===== src/rtl/wfq_pkg.sv =====
// Shared defaults and FSM state type for the WFQ egress reader and its counter bank.
package wfq_pkg;

    localparam int WFQ_NUM_FLOWS  = 16;
    localparam int WFQ_RD_LATENCY = 7;
    localparam int WFQ_DATA_W     = 64;
    localparam int WFQ_CNT_W      = 32;
    localparam int WFQ_BAD_W      = 16;

    typedef enum logic [1:0] {
        ST_IDLE = 2'd0,
        ST_REQ  = 2'd1,
        ST_GAP  = 2'd2
    } wfq_state_e;

endpackage


===== src/rtl/wfq_flow_counter_bank.sv =====
// Per-flow saturating word counters with total/bad-flow counters and a registered readback mux.
module wfq_flow_counter_bank
    import wfq_pkg::*;
#(
    parameter int NUM_FLOWS = WFQ_NUM_FLOWS,
    parameter int CNT_W     = WFQ_CNT_W
) (
    input  logic                         clk,
    input  logic                         rst_n,
    input  logic                         i_clear,
    input  logic                         i_cap,
    input  logic                         i_valid,
    input  logic [$clog2(NUM_FLOWS)-1:0] i_idx,
    input  logic [$clog2(NUM_FLOWS)-1:0] i_sel,
    output logic [CNT_W-1:0]             o_cnt_value,
    output logic [CNT_W-1:0]             o_total,
    output logic [WFQ_BAD_W-1:0]         o_bad
);

    localparam int SEL_W = $clog2(NUM_FLOWS);

    logic [CNT_W-1:0] r_cnt [NUM_FLOWS];
    logic             w_hit_valid;
    logic             w_hit_bad;

    function automatic logic [CNT_W-1:0] sat_inc_cnt(input logic [CNT_W-1:0] v);
        return (&v) ? v : v + CNT_W'(1);
    endfunction

    function automatic logic [WFQ_BAD_W-1:0] sat_inc_bad(input logic [WFQ_BAD_W-1:0] v);
        return (&v) ? v : v + WFQ_BAD_W'(1);
    endfunction

    assign w_hit_valid = i_cap && i_valid;
    assign w_hit_bad   = i_cap && !i_valid;

    // A clear coinciding with a capture zeroes first, so the captured word counts from 0.
    always_ff @(posedge clk or negedge rst_n) begin
        if (!rst_n) begin
            for (int i = 0; i < NUM_FLOWS; i++) r_cnt[i] <= '0;
            o_total     <= '0;
            o_bad       <= '0;
            o_cnt_value <= '0;
        end else begin
            for (int i = 0; i < NUM_FLOWS; i++) begin
                if (w_hit_valid && (i_idx == SEL_W'(i)))
                    r_cnt[i] <= sat_inc_cnt(i_clear ? '0 : r_cnt[i]);
                else if (i_clear)
                    r_cnt[i] <= '0;
            end
            if (w_hit_valid)  o_total <= sat_inc_cnt(i_clear ? '0 : o_total);
            else if (i_clear) o_total <= '0;
            if (w_hit_bad)    o_bad <= sat_inc_bad(i_clear ? '0 : o_bad);
            else if (i_clear) o_bad <= '0;
            o_cnt_value <= r_cnt[i_sel];
        end
    end

endmodule


===== src/rtl/wfq_egress_reader.sv =====
// Paced read-request generator for the WFQ scheduler; tracks read latency and bins returned words by flow.
module wfq_egress_reader
    import wfq_pkg::*;
#(
    parameter int NUM_FLOWS  = WFQ_NUM_FLOWS,
    parameter int RD_LATENCY = WFQ_RD_LATENCY,
    parameter int DATA_W     = WFQ_DATA_W,
    parameter int CNT_W      = WFQ_CNT_W
) (
    input  logic                         clk,
    input  logic                         rst_n,
    input  logic                         in_enable,
    input  logic [7:0]                   in_rd_gap,
    input  logic                         in_buffer_empty,
    output logic                         out_rd_packet_req,
    input  logic [DATA_W-1:0]            in_packet_data,
    input  logic                         in_clear,
    input  logic [$clog2(NUM_FLOWS)-1:0] in_cnt_sel,
    output logic [CNT_W-1:0]             out_cnt_value,
    output logic [CNT_W-1:0]             out_total_words,
    output logic [WFQ_BAD_W-1:0]         out_bad_flow_cnt,
    output logic                         out_busy
);

    localparam int SEL_W = $clog2(NUM_FLOWS);

    wfq_state_e            r_state;
    wfq_state_e            w_state_nxt;
    logic [7:0]            r_gap_cnt;
    logic [RD_LATENCY-1:0] r_req_sr;
    logic                  w_capture;
    logic                  w_valid;
    logic [SEL_W-1:0]      w_flow_idx;

    always_ff @(posedge clk or negedge rst_n) begin
        if (!rst_n) r_state <= ST_IDLE;
        else        r_state <= w_state_nxt;
    end

    always_comb begin
        w_state_nxt = r_state;
        case (r_state)
            ST_IDLE: if (in_enable && !in_buffer_empty) w_state_nxt = ST_REQ;
            ST_REQ:  w_state_nxt = ST_GAP;
            ST_GAP:  if (r_gap_cnt <= 8'd1) w_state_nxt = ST_IDLE;
            default: w_state_nxt = ST_IDLE;
        endcase
    end

    always_comb begin
        out_rd_packet_req = (r_state == ST_REQ);
    end

    // Gap length is latched while leaving REQ; a programmed gap of 0 behaves as 1.
    always_ff @(posedge clk or negedge rst_n) begin
        if (!rst_n)                 r_gap_cnt <= '0;
        else if (r_state == ST_REQ) r_gap_cnt <= (in_rd_gap == 8'd0) ? 8'd1 : in_rd_gap;
        else if (r_state == ST_GAP) r_gap_cnt <= r_gap_cnt - 8'd1;
    end

    always_ff @(posedge clk or negedge rst_n) begin
        if (!rst_n) r_req_sr <= '0;
        else        r_req_sr <= (r_req_sr << 1) | RD_LATENCY'(out_rd_packet_req);
    end

    assign w_capture  = r_req_sr[RD_LATENCY-1];
    assign w_valid    = (in_packet_data < DATA_W'(NUM_FLOWS));
    assign w_flow_idx = in_packet_data[SEL_W-1:0];
    assign out_busy   = |r_req_sr;

    wfq_flow_counter_bank #(
        .NUM_FLOWS (NUM_FLOWS),
        .CNT_W     (CNT_W)
    ) u_bank (
        .clk         (clk),
        .rst_n       (rst_n),
        .i_clear     (in_clear),
        .i_cap       (w_capture),
        .i_valid     (w_valid),
        .i_idx       (w_flow_idx),
        .i_sel       (in_cnt_sel),
        .o_cnt_value (out_cnt_value),
        .o_total     (out_total_words),
        .o_bad       (out_bad_flow_cnt)
    );

endmodule


===== config.mk =====
export PLATFORM = sky130hd
export DESIGN_NAME = wfq_egress_reader
export DESIGN_NICKNAME = d
export VERILOG_FILES = /design/src/rtl/wfq_pkg.sv /design/src/rtl/wfq_flow_counter_bank.sv /design/src/rtl/wfq_egress_reader.sv
export SDC_FILE = /design/constraint.sdc
export NUM_CORES = 2
export LEC_CHECK = 0
export ABC_AREA = 1
export CORE_ASPECT_RATIO = 1.2
export CORE_UTILIZATION = 30
export CTS_CLUSTER_DIAMETER = 120
export CTS_CLUSTER_SIZE = 40
export DETAILED_ROUTE_END_ITERATION = 16
export GPL_ROUTABILITY_DRIVEN = 0
export PLACE_DENSITY = 0.52
export SYNTH_ARGS = -nofsm -noshare
export SYNTH_HDL_FRONTEND = slang
export SYNTH_SLANG_ARGS = --single-unit

===== constraint.sdc =====
create_clock -name clk -period 2.15 [get_ports clk]
set_clock_uncertainty 0.2 [all_clocks]
set_input_delay 0.215 -clock clk [delete_from_list [all_inputs] [get_ports clk]]
set_output_delay 0.215 -clock clk [all_outputs]
set_load 0.01 [all_outputs]

Yosys cells after proc, flatten, opt, wreduce, memory -nomap -nowiden
Cells that the tools add are included.
- register bits after elaboration: 609
- input port bits: 81
- $add $sub $neg: 19
- magnitude comparators: 3
- eq/ne operators: 19
- mux-type cells: 63
- bitwise operators: 2
- reductions and logical operators: 45
- operators with widths (kind ; count):
    two-way mux 32 bit ; 53
    adder 32 x 1 -> 32 bit, second input constant ; 17
    AND reduction 32 bit ; 17
    binary-select mux 32 bit (select 4 bit) ; 1
    < comparator 64 x 5 -> 1 bit, second input constant ; 1
    two-way mux 16 bit ; 3
    == test 4 bit, second input constant ; 8
    two-way mux 8 bit ; 3
    logical AND 1 bit ; 19
    adder 16 x 1 -> 16 bit, second input constant ; 1
    == test 4 x 3 -> 1 bit, second input constant ; 4
    AND reduction 16 bit ; 1
    == test 4 x 2 -> 1 bit, second input constant ; 2
    <= comparator 8 x 1 -> 1 bit, second input constant ; 1
    logical NOT 8 bit ; 1
    subtractor 8 x 1 -> 8 bit, second input constant ; 1
    bitwise OR 7 x 1 -> 7 bit ; 1
    OR reduction 7 bit ; 1
    case mux 2 bit (3 select lines) ; 1
    >= comparator 5 bit, second input constant ; 1
    NOT 4 -> 5 bit ; 1
    == test 4 x 1 -> 1 bit, second input constant ; 1
    logical NOT 4 bit ; 1
    two-way mux 2 bit ; 2
    7 further kinds ; 9

Depth between registers and ports, before layout
- depth in word-level cells: 4
- depth in mapped cells: 15
- gate-level depth less buffers: 13

Modules after synthesis
A second synthesis with hierarchy kept.
- cell total of the unflattened synthesis: 7829
- area total of the unflattened synthesis: 47672.0 um^2
- by module, submodules not included (module ; times used ; cells each ; area each (um^2) ; sequential area each (um^2)):
    wfq_flow_counter_bank ; 1 ; 7665 ; 46563.4 ; 14814.2
    wfq_egress_reader ; 1 ; 164 ; 1108.6 ; 425.4

Worst setup path after synthesis
No wires, ideal clock.
- kind: input to register
- from: input in_clear
- to: register u_bank.r_cnt[398] (netlist bit)
- arrival: 2.278 ns
- required time: 1.884 ns
- slack: -0.393 ns
- cell stages on the path: 14
- buffers on the path: 4
- cells stage by stage: buf_2 > buf_2 > buf_2 > nor2_1 > ha_1 > nand2_1 > nor2_1 > nand2_1 > nor2_2 > nand2_1 > buf_2 > nand3_1 > nand2_1 > nand2_1
- longest elaborated chain between the ends: 4
- elaborated cells on any way between the ends: 5
- those cells by class: 1 x add/sub; 3 x mux; 1 x reduce/logical
- ends and longest elaborated chain (element ; line ; text):
    start, declared ; wfq_egress_reader.sv:17 ; input logic in_clear,
    two-way mux 32 bit * ; - ;
    adder 32 x 1 -> 32 bit or AND reduction 32 bit (tied branches) ; wfq_flow_counter_bank.sv:27 ; return (&v) ? v : v + CNT_W'(1);
    two-way mux 32 bit ; wfq_flow_counter_bank.sv:27 ;
    two-way mux 32 bit * ; wfq_flow_counter_bank.sv:46 ; if (w_hit_valid && (i_idx == SEL_W'(i)))
    end signal, assigned by index ; wfq_flow_counter_bank.sv:47 ; r_cnt[i] <= sat_inc_cnt(i_clear ? '0 : r_cnt[i]);
    end, declared ; wfq_flow_counter_bank.sv:22 ; logic [CNT_W-1:0] r_cnt [NUM_FLOWS];
Every way passes the cells marked *; elsewhere a longest branch is shown, timed or not.
A chain may end at the register's enable or synchronous reset.

Worst setup path in the final report
- from: register u_bank.r_cnt[289] (netlist bit)
- to: register u_bank.r_cnt[302] (netlist bit)
- longest elaborated chain between the ends: 4
- elaborated cells on any way between the ends: 5
- those cells by class: 1 x add/sub; 3 x mux; 1 x reduce/logical
- ends and longest elaborated chain (element ; line):
    two-way mux 32 bit * ; wfq_flow_counter_bank.sv:47
    adder 32 x 1 -> 32 bit or AND reduction 32 bit (tied branches) ; wfq_flow_counter_bank.sv:27
    two-way mux 32 bit * ; wfq_flow_counter_bank.sv:27
    two-way mux 32 bit * ; wfq_flow_counter_bank.sv:46
Marks and branches as above.

==> results.sh <==
export IMPL_status="complete, but fails checks"
export IMPL_violations="setup timing"
export IMPL_fmax_mhz=461.9
export IMPL_clockBufferDepth=3
export IMPL_firstDrtPassIters=6
export IMPL_vias=61630
export IMPL_min_period_ps=2165
export IMPL_slew_violations=0
export IMPL_place_ws_ps=-406.2
export IMPL_yosysSeqAreaShare=0.3025
export IMPL_clkPwrFrac=0.350
export IMPL_drt_initial_drc_count=5467
export IMPL_switching_share=0.3331
export IMPL_fp_dieH_microns=450.9
export IMPL_initial_core_util=0.3024
export IMPL_max_slew_margin=0.5240
export IMPL_antenna_found_initial=2
export IMPL_finalCoreUtilization=0.3914
export IMPL_cts_inserted_buffers=31
export IMPL_holdWs_ps=30.92
export IMPL_rsz0062_at_grt="yes"
export IMPL_grt_pass1_vias=57880
export IMPL_worstSetupStartpointType="flop"
export IMPL_critPathKind="flop to flop"
export IMPL_synthTopCellsByArea="dfrtp_1 30%, nand2_1 25%, nand3_1 14%, nor2_1 10%, inv_1 6.4%"
export IMPL_seqPwrFrac=0.483
export IMPL_required_ps=2620
export IMPL_antenna_left=0
export IMPL_final_nets=9971
export IMPL_die_area_sq_mm=0.1696
export IMPL_p_comb_frac=0.166
export IMPL_vias_per_cell=5.079
export IMPL_synth_distinct_cells=32
export IMPL_ys_warn_count=0
export IMPL_arrival_ps=2630
export IMPL_area_growth_pct=29.45
export IMPL_routed_wl_mm=222.0
export IMPL_synth_area_per_cell_sq_um=5.645
export IMPL_syn_cell_area_sq_mm=0.05038
export IMPL_ios=163
export IMPL_die_x_microns=376.1
export IMPL_cts_htree_levels=1
export IMPL_worstMarginPinSlew_ps=706.6
export IMPL_power_switching_uw=8172
export IMPL_hp_class="primary input to flop"
export IMPL_clkSinkCount=609
export IMPL_power_density_mw_per_mm2=376.1
export IMPL_syn_num_nets=9030
export IMPL_yosys_area_top_type="dfrtp_1"
export IMPL_final_setup_worst_slack_ps=-14.89
export IMPL_hpwl_mm=168.3
export IMPL_drive_above_1_share=0.1445
export IMPL_p_leak_uw=0.03174
export IMPL_max_cap_violations=0
export IMPL_root_buffer="clkbuf_16"
export IMPL_synthTopCellsByCount="3369 x nand2_1, 1424 x nand3_1, 1354 x nor2_1"
export IMPL_yosysMostFrequentCell="nand2_1"
export IMPL_synthCells=8926
export IMPL_routedWlPerCell_microns=18.29
export IMPL_grt_usage=0.2533
export IMPL_grt_max_degree=62
export IMPL_clock_latency_ps=740
export IMPL_min_period_over_period=1.007
export IMPL_async_flop_share=1.000
export IMPL_port_buffers=162
export IMPL_synth_edf_count=0
export IMPL_setup_viol=2
export IMPL_synthFlopType="dfrtp_1"
export IMPL_drc=0
export IMPL_rows=164
export IMPL_vdd_drop_max_mv=0.7591
export IMPL_crit_path_end_kind="flop"
export IMPL_path_max_fanout=7
export IMPL_grt_pass1_wl_mm=338.1
export IMPL_synth_top_area_share=0.3025
export IMPL_core_area_sq_mm=0.1666
export IMPL_p_int_uw=16360
export IMPL_yosys_register_bits=609
export IMPL_finalHoldViolations=0
export IMPL_cts_tree="built"
export IMPL_overflow=0
export IMPL_clk_pin_slew_worst_paths_ps=130
==> power groups by stage <==
stage	clock network [uW]	registers (uW)	logic, uW
floorplan	0	12100	1670
global route	9120	11900	4370
finish	8600	11800	4080
detailed placement	0	12100	3940
CTS	8870	11800	4030
global placement	0	12100	3930
==> layer usage <==
layer | global-route usage | routed length (microns) | vias to the layer above
met5 | 0 | 13 | -
met4 | 0.1192 | 12100 | 2
met3 | 0.03195 | 13390 | 460
met2 | 0.4297 | 104500 | 1985
met1 | 0.3172 | 92010 | 29010
li1 | - | - | 30170
==> cell type report <==
| class | count | area [sq um] |
|---|---|---|
| diodes | 2 | 5.005 |
| repair buffers | 1304 | 11790 |
| flip-flops and latches | 609 | 15270 |
| clock buffers | 32 | 789.5 |
| multi-input cells | 7055 | 30850 |
| clock inverters | 26 | 441.7 |
| fillers | 18180 | 101400 |
| inverters | 866 | 3271 |
| well taps | 2241 | 2804 |
==> metrics by stage <==
stage	instances	power (uW)	cell area (sq um)	TNS, ps
2_1_floorplan	8926	13720	50860	-690.2
4_1_cts	12110	24750	64350	0
6_report	12140	24530	65220	-23.80
3_5_place_dp	11980	16010	62540	-149310
3_3_place_gp	11980	15990	62540	-146050
5_1_grt	12130	25380	65220	-894.4
==> worst paths after layout <==
path / from / to / slack (ps) / depth (start not counted)
setup reg to reg: u_bank.r_cnt[289] / u_bank.r_cnt[302] / -10 / 13
hold / removal: in_clear / u_bank.r_cnt[161] / 30 / 6
min in group asynchronous: rst_n / u_bank.r_cnt[350] / 540 / 4
setup / recovery: u_bank.r_cnt[289] / u_bank.r_cnt[302] / -10 / 13
hold reg to reg: r_req_sr[5] / r_req_sr[6] / 200 / 0
max in group asynchronous: rst_n / u_bank.r_cnt[399] / 730 / 5
==> critical path, cell delays in order (launching register included) <==
cell,delay (ps)
dfrtp_1,400
inv_2,70
nor2_4,130
ha_4,170
nand2_4,60
nor2_4,180
buf_12,140
nand2_8,60
nor2_4,160
nand2_4,120
clkbuf_16,200
nand3_2,70
nand2_1,70
nand2_1,80
==> state kept, by name, summed over array words and instances (netlist names) <==
name                flops
u_bank.r_cnt          512
u_bank.o_bad           16
r_gap_cnt               8
u_bank.o_cnt_value     32
r_req_sr                7
r_state                 2
u_bank.o_total         32
==> repair_timing <==
action,CTS,global route
gates cloned,0,8
endpoints found under the setup margin,67,309
pin swaps,2,42
resized for setup,66,142
hold buffers,31,0
endpoints found under the hold margin,650,0
buffers inserted,34,19
==> kinds of logic (layout without fill, tap and decap cells) <==
family | Yosys count | count (layout) | share of synthesized area
DFF | 609 | 609 | 0.3025
xor gates and xnor gates | 6 | 6 | 0.001043
other | 0 | 2 | 0
and+or+nand+nor | 6231 | 6232 | 0.5038
adders and majority gates | 23 | 23 | 0.005712
AOI/OAI and AO/OA | 794 | 794 | 0.08523
buffers and inverters | 1263 | 2228 | 0.1017
==> cells in the final DEF (no fill, tap or decap), types with 27 or more instances in the layout <==
master / instances
buf_12: 108
o21ai_0: 536
nand2_2: 30
nand3_2: 32
inv_1: 842
clkdlybuf4s50_1: 117
dfrtp_1: 587
dlygate4sd2_1: 37
clkbuf_16: 37
nor2_2: 62
nand3_1: 1389
nand2_1: 3327
nor2_4: 40
buf_4: 980
nand4_1: 27
o221ai_1: 35
a21oi_1: 125
nor2_1: 1296
o211ai_1: 65
No activity file was read; power rests on OpenSTA's default activity.
